==> src/rtl/net_tx_pkt_arbiter.sv <==
// Packet-granular round-robin merge of two AXI-Stream TX sources onto one network TX port.
// Latency: 1 IDLE arbitration cycle per packet, then 1 cycle per beat through the output register.
// Backpressure: granted source ready = !out_valid || out_ready (combinational); the other source is stalled.
//
// Ports:
//   net_clk / net_aresetn           clock, synchronous active-low reset
//   s_axis_in0_*                    source 0 (TCP offload engine) stream: data/keep/last/valid in, ready out
//   s_axis_in1_*                    source 1 (endpoint bypass) stream, same shape
//   m_axis_net_tx_*                 merged stream; dest carries the source index of each beat
//   pkt_cnt0 / pkt_cnt1             wrapping counts of packets fully accepted per source
//   busy                            high while a packet grant is held
module net_tx_pkt_arbiter #(
    parameter int DATA_WIDTH = 512,
    parameter int KEEP_WIDTH = DATA_WIDTH / 8,
    parameter int CNT_WIDTH  = 32
) (
    input  logic                  net_clk,
    input  logic                  net_aresetn,

    input  logic [DATA_WIDTH-1:0] s_axis_in0_data,
    input  logic [KEEP_WIDTH-1:0] s_axis_in0_keep,
    input  logic                  s_axis_in0_last,
    input  logic                  s_axis_in0_valid,
    output logic                  s_axis_in0_ready,

    input  logic [DATA_WIDTH-1:0] s_axis_in1_data,
    input  logic [KEEP_WIDTH-1:0] s_axis_in1_keep,
    input  logic                  s_axis_in1_last,
    input  logic                  s_axis_in1_valid,
    output logic                  s_axis_in1_ready,

    output logic [DATA_WIDTH-1:0] m_axis_net_tx_data,
    output logic [KEEP_WIDTH-1:0] m_axis_net_tx_keep,
    output logic                  m_axis_net_tx_last,
    output logic                  m_axis_net_tx_dest,
    output logic                  m_axis_net_tx_valid,
    input  logic                  m_axis_net_tx_ready,

    output logic [CNT_WIDTH-1:0]  pkt_cnt0,
    output logic [CNT_WIDTH-1:0]  pkt_cnt1,
    output logic                  busy
);

    typedef enum logic {
        ST_IDLE  = 1'b0,
        ST_GRANT = 1'b1
    } state_t;

    state_t                state_q, state_d;
    logic                  grant_idx_q, grant_idx_d;
    logic                  last_grant_q, last_grant_d;

    logic [DATA_WIDTH-1:0] out_data_q, out_data_d;
    logic [KEEP_WIDTH-1:0] out_keep_q, out_keep_d;
    logic                  out_last_q, out_last_d;
    logic                  out_dest_q, out_dest_d;
    logic                  out_vld_q,  out_vld_d;

    logic [CNT_WIDTH-1:0]  cnt0_q, cnt0_d;
    logic [CNT_WIDTH-1:0]  cnt1_q, cnt1_d;

    logic                  out_free;
    logic                  accept;
    logic                  sel_valid;
    logic                  sel_last;
    logic [DATA_WIDTH-1:0] sel_data;
    logic [KEEP_WIDTH-1:0] sel_keep;
    logic                  pick;

    localparam logic [CNT_WIDTH-1:0] CNT_ONE = {{(CNT_WIDTH-1){1'b0}}, 1'b1};

    // Output register can take a beat when empty or draining this cycle.
    assign out_free  = !out_vld_q || m_axis_net_tx_ready;

    assign sel_valid = grant_idx_q ? s_axis_in1_valid : s_axis_in0_valid;
    assign sel_last  = grant_idx_q ? s_axis_in1_last  : s_axis_in0_last;
    assign sel_data  = grant_idx_q ? s_axis_in1_data  : s_axis_in0_data;
    assign sel_keep  = grant_idx_q ? s_axis_in1_keep  : s_axis_in0_keep;

    assign accept    = (state_q == ST_GRANT) && sel_valid && out_free;

    // Both requesting: alternate away from the previous winner; otherwise take the lone requester.
    assign pick      = (s_axis_in0_valid && s_axis_in1_valid) ? !last_grant_q : s_axis_in1_valid;

    assign s_axis_in0_ready = (state_q == ST_GRANT) && !grant_idx_q && out_free;
    assign s_axis_in1_ready = (state_q == ST_GRANT) &&  grant_idx_q && out_free;

    always_comb begin
        state_d      = state_q;
        grant_idx_d  = grant_idx_q;
        last_grant_d = last_grant_q;
        out_data_d   = out_data_q;
        out_keep_d   = out_keep_q;
        out_last_d   = out_last_q;
        out_dest_d   = out_dest_q;
        out_vld_d    = out_vld_q && !m_axis_net_tx_ready;
        cnt0_d       = cnt0_q;
        cnt1_d       = cnt1_q;

        case (state_q)
            ST_IDLE: begin
                if (s_axis_in0_valid || s_axis_in1_valid) begin
                    state_d      = ST_GRANT;
                    grant_idx_d  = pick;
                    last_grant_d = pick;
                end
            end
            ST_GRANT: begin
                if (accept) begin
                    out_data_d = sel_data;
                    out_keep_d = sel_keep;
                    out_last_d = sel_last;
                    out_dest_d = grant_idx_q;
                    out_vld_d  = 1'b1;
                    if (sel_last) begin
                        state_d = ST_IDLE;
                        if (grant_idx_q) begin
                            cnt1_d = cnt1_q + CNT_ONE;
                        end else begin
                            cnt0_d = cnt0_q + CNT_ONE;
                        end
                    end
                end
            end
            default: state_d = ST_IDLE;
        endcase
    end

    always_ff @(posedge net_clk) begin
        if (!net_aresetn) begin
            state_q      <= ST_IDLE;
            grant_idx_q  <= 1'b0;
            last_grant_q <= 1'b1;   // makes source 0 win the first tie
            out_data_q   <= '0;
            out_keep_q   <= '0;
            out_last_q   <= 1'b0;
            out_dest_q   <= 1'b0;
            out_vld_q    <= 1'b0;
            cnt0_q       <= '0;
            cnt1_q       <= '0;
        end else begin
            state_q      <= state_d;
            grant_idx_q  <= grant_idx_d;
            last_grant_q <= last_grant_d;
            out_data_q   <= out_data_d;
            out_keep_q   <= out_keep_d;
            out_last_q   <= out_last_d;
            out_dest_q   <= out_dest_d;
            out_vld_q    <= out_vld_d;
            cnt0_q       <= cnt0_d;
            cnt1_q       <= cnt1_d;
        end
    end

    assign m_axis_net_tx_data  = out_data_q;
    assign m_axis_net_tx_keep  = out_keep_q;
    assign m_axis_net_tx_last  = out_last_q;
    assign m_axis_net_tx_dest  = out_dest_q;
    assign m_axis_net_tx_valid = out_vld_q;
    assign pkt_cnt0            = cnt0_q;
    assign pkt_cnt1            = cnt1_q;
    assign busy                = (state_q == ST_GRANT);

endmodule

==> config.mk <==
export PLATFORM = sky130hd
export DESIGN_NAME = net_tx_pkt_arbiter
export DESIGN_NICKNAME = d
export VERILOG_FILES = /design/src/rtl/net_tx_pkt_arbiter.sv
export SDC_FILE = /design/constraint.sdc
export NUM_CORES = 1
export LEC_CHECK = 0
export BUFFER_PORTS_ARGS = -buffer_cell sky130_fd_sc_hd__clkbuf_2
export CELL_PAD_IN_SITES_DETAIL_PLACEMENT = 2
export CELL_PAD_IN_SITES_GLOBAL_PLACEMENT = 2
export CORE_AREA = 2 2 699 701
export CTS_BUF_LIST = sky130_fd_sc_hd__clkbuf_8 sky130_fd_sc_hd__clkbuf_16
export CTS_CLUSTER_DIAMETER = 30
export DETAILED_ROUTE_END_ITERATION = 12
export DIE_AREA = 0 0 701 703
export PLACE_DENSITY = 0.31
export SYNTH_ARGS = -nofsm -noshare
export SYNTH_HDL_FRONTEND = slang
export SYNTH_SLANG_ARGS = --single-unit
==> constraint.sdc <==
create_clock -name net_clk -period 2.35 [get_ports net_clk]
set_clock_uncertainty 0.05 [all_clocks]
set_input_delay 0.1175 -clock net_clk [delete_from_list [all_inputs] [get_ports net_clk]]
set_output_delay 0.1175 -clock net_clk [all_outputs]
set_load 0.02 [all_outputs]
Word level (Yosys, flattened, before mapping) --
Index checks and enable logic that the tools add are counted.
Storage, ports and cells: register bits after elaboration 646, bits of input ports 1159, output and inout bits 646, word-level logic and storage cells 43
Cells by class: add/sub/neg operators 2, mux-type cells 11, bitwise logic cells 2, reduce and logical (&&, ||, !) cells 18
Operator list (number):
- 2-to-1 mux 512 bit | 1
- adder 32 x 1 -> 32 bit, second input constant | 2
- 2-to-1 mux 64 bit | 1
- logical AND 1 bit | 8
- 2-to-1 mux 1 bit | 8
- AND reduction 4 bit | 2
- logical NOT 1 bit | 4
- AND reduction 2 bit | 2
- logical OR 1 bit | 2
- inverter 1 bit | 2
- one-hot mux 1 bit (2 select lines) | 1

Depth between registers and ports, before layout --
depth in word-level cells 5, mapped depth 8, gate-level depth less buffers 6

Least setup slack after synthesis --
Ideal clock, no wire load.
path type register -> register, start register cnt1_q[9] (netlist: pkt_cnt1[9]), end register cnt1_q[29] (netlist: pkt_cnt1[29]), setup time 115 ps, data arrival time 1837 ps, path slack 348 ps, stages on the path, launching flop included 7, buffers on the path 1, clock period less this slack 2002 ps, cells stage by stage dfxtp_1 -> nand4_2 -> or4_4 -> buf_6 -> nor4_2 -> xor2_1 -> and2_1
On the way: word-level cells in the longest chain between the ends 1
RTL lines:
- start: declaration | line 60 | logic [CNT_WIDTH-1:0] cnt1_q, cnt1_d;
- start signal: assignment | line 151 | cnt1_q <= cnt1_d;
- adder 32 x 1 -> 32 bit | line 118 | cnt1_d = cnt1_q + CNT_ONE;
Every way passes these cells. A chain may end at the register's enable or synchronous reset.

Final worst setup path --
start register grant_idx_q, end register out_data_q[208] (netlist: m_axis_net_tx_data[208])
On the way: word-level cells in the longest chain between the ends 4, elaborated cells between the ends (all ways) 5, those cells by class mux (2); reduce/logical (3)
RTL lines:
- start: declaration | line 50 | logic grant_idx_q, grant_idx_d;
- start signal: assignment | line 143 | grant_idx_q <= grant_idx_d;
- 2-to-1 mux 1 bit | line 75 | assign sel_valid = grant_idx_q ? s_axis_in1_valid : s_axis_in0_valid;
- logical AND 1 bit (2 in a row) | line 80 | assign accept = (state_q == ST_GRANT) && sel_valid && out_free;
- AND reduction 2 bit (no source line)
- end signal: assignment | line 145 | out_data_q <= out_data_d;
- end: declaration | line 53 | logic [DATA_WIDTH-1:0] out_data_q, out_data_d;
Several ways; a longest one is shown, not always the timed one.

==> metrics <==
status=complete, no violations; Pwr Density=832 nW/µm²; startpoint types=flip-flop; first-pass GRT wire length=443000 µm; Vias/cell=3.05; Syn Nets=4117; Worst path slowest cell=dlygate4sd3_1; WP data arrival=2.93 ns; CP Max Fanout=50; Post-synth ARST share=0; maximum VDD drop=0.568 mV; CP dominant cell by count=buf_12; number of global-route vias before repair=44.0k; CTS root buffer=clkbuf_16; Die Y=703 µm; initial antenna violation count=332; Power Total=60.1 mW; CP required=3.06 ns; largest net degree at the start of global routing=108; IO Port Bufs=1804; htree depth=5; worst-skew pair later-pin latency=0.91 ns; drt drc=0; Max Cap Viol=0; slew margin rel.=0.382; setup TNS=0 ns; Layout fillers=56.3k; Ports=1805; Starting Density=0.0615; Final setup viols=0; share of post-route cells with drive strength above 1=0.364; area grow syn2layout=142%; drt total wl=353000 µm; final RePlAce weighted congestion=0.953; Inst Count DP=11.1k; CTS Buffer Depth=4; final critical-path required period=2.23 ns; Final Non-Filler Cells=13.2k; Pins Over Slew Limit=0; gr usage total=0.137; DRT antenna net count=0; Seq/Total Area, Yosys=0.434; RSZ-0062 raised after global routing=no; 1st-iter DRT viols=1594; Lkg Pwr=36.0 nW; Worst-path clk slew=0.04 ns; kind of critical path=reg -> reg; vias after detailed routing=40.2k; Seq cells post-synth=646; Min Hold Slack=0.104 ns; GR Overflow Total=0; Warnings, synthesis=0; crit share post-route=0.947; Sink Count=646; CTS Buf Count=317; CP max stage delay=0.57 ns; worst slew pin tran=0.927 ns; DR pass1 iterations=5; met1 Use GR=0.149; DR WL/cell=26.7 µm; Synth Area per Inst=10.1 µm²; core area=485000 µm²; Total Nets Final=7572; crit path cell chain=buf_12 > buf_12 > mux2i_1 > dlygate4sd3_1 > nand2_1 > o211a_1; Post-synth EDFFs=0; busiest grt layer=met2; final hold vios=0; Fmax=449 MHz; synth unique cells=39; Hold WC Path Type=in -> reg; placed inst area=47600 µm²; GRT met3 Usage=0.0562; CTS tree=done; met2 usage=0.239; Register Area=12900 µm²; Post-Syn Area=29800 µm²; Die X-Extent=701 µm; multi-input logic area=15700 µm²; Worst Setup End Kind=flip-flop; Main synth FF type=dfxtp_1; Mapped Cells=2956; fin area=72200 µm²; Detail Placement HPWL=296000 µm; full die area=493000 µm²; Rows=256
==> cell usage in the layout (no fill, tap or decap), types with 5 or more instances in the layout <==
cell,count
inv_1,138
buf_4,129
xnor2_1,17
and2_1,54
o21ai_0,7
clkbuf_2,1801
nand2_1,619
clkbuf_16,319
nand4_1,20
nor4_2,5
o211a_1,576
nor4_1,13
nor3_1,23
and4_1,8
buf_12,44
nand3_1,18
diode_2,111
clkbuf_8,63
or3_1,8
a21boi_0,8
dfxtp_1,644
clkinv_8,5
dlygate4sd3_1,1426
clkinv_16,9
mux2i_1,578
xor2_1,36
inv_16,10
==> metrics by stage <==
stage / util / worst slack, ns
finish: 0.149 / 0.125
detailed placement: 0.0981 / 0.0880
global placement: 0.0981 / 0.0930
global route: 0.149 / 0.0297
floorplan: - / 0.348
CTS: 0.148 / -0.0387
==> repair_timing <==
action / CTS / global route
buffers inserted: 6 / 3
gates resized for setup: 10 / 7
endpoints found under the setup margin: 2 / 104
hold endpoints to repair: 630 / 0
cloned: 1 / 1
hold buffers: 1426 / 0
==> metal layers <==
metal  part of all wire  vias up
li1                   -    17900
met1               0.38    19500
met2               0.49     1894
met3              0.092      746
met4              0.035      124
met5             0.0023        -
==> flip-flops by register name, summed over array words and instances, names as in the netlist <==
name / cells
pkt_cnt0: 32
m_axis_net_tx_dest: 1
busy: 1
m_axis_net_tx_keep: 64
m_axis_net_tx_last: 1
last_grant_q: 1
m_axis_net_tx_data: 512
m_axis_net_tx_valid: 1
grant_idx_q: 1
pkt_cnt1: 32
==> where the power goes <==
group	switching [mW]	total (mW)	internal, mW	leakage, nW
combinational	5.65	10.1	4.46	25.4
clock	11.4	37.4	26.0	5.32
sequential	0.674	12.6	11.9	5.30
total	17.8	60.1	42.3	36.0
==> area by class of cell <==
type | count | share of cell area
Sequential cell | 646 | 0.179
Tap cell | 6450 | 0.112
Clock buffer | 380 | 0.122
Timing Repair Buffer | 3409 | 0.350
Clock inverter | 161 | 0.0150
Multi-Input combinational cell | 2030 | 0.218
Antenna cell | 111 | 0.00385
Inverter | 7 | 0.000364
==> final timing paths <==
path,start,endpoint,slack (ns),depth (start not counted)
max,grant_idx_q,m_axis_net_tx_data[208],0.12,6
min,s_axis_in0_data[511],m_axis_net_tx_data[511],0.10,5
max reg2reg,grant_idx_q,m_axis_net_tx_data[208],0.12,6
min reg2reg,m_axis_net_tx_last,m_axis_net_tx_last,0.43,2
==> worst max-delay path: cells and delay by family, from the launching register on <==
kind,cells,cell delay (ns)
AOI/OAI and AO/OA,1,0.14
buffers and inverters,3,0.95
DFF,1,0.42
muxes,1,0.25
and+or+nand+nor,1,0.06
==> Yosys cell counts, drive strengths merged, types with 5 or more instances <==
cell | count | share of area
a21boi | 9 | 0.0023
and2 | 55 | 0.012
and3 | 5 | 0.0010
and4 | 8 | 0.0024
buf | 128 | 0.022
clkbuf | 145 | 0.018
dfxtp | 646 | 0.43
inv | 7 | 0.00088
mux2i | 581 | 0.20
nand2 | 619 | 0.078
nand3 | 18 | 0.0030
nand4 | 21 | 0.0046
nor3 | 25 | 0.0044
nor4 | 19 | 0.0050
o211a | 576 | 0.19
o21ai | 7 | 0.0012
or3 | 8 | 0.0017
xnor2 | 17 | 0.0050
xor2 | 36 | 0.011
==> logic make-up after synthesis <==
| family | synth area share |
|---|---|
| AOI/OAI and AO/OA | 0.198 |
| xor gates and xnor gates | 0.0156 |
| adders and majority gates | 0.000839 |
| buffers and inverters | 0.0407 |
| DFF | 0.434 |
| muxes | 0.196 |
| and+or+nand+nor | 0.115 |
Note: power is estimated with default switching activity, not from simulation.
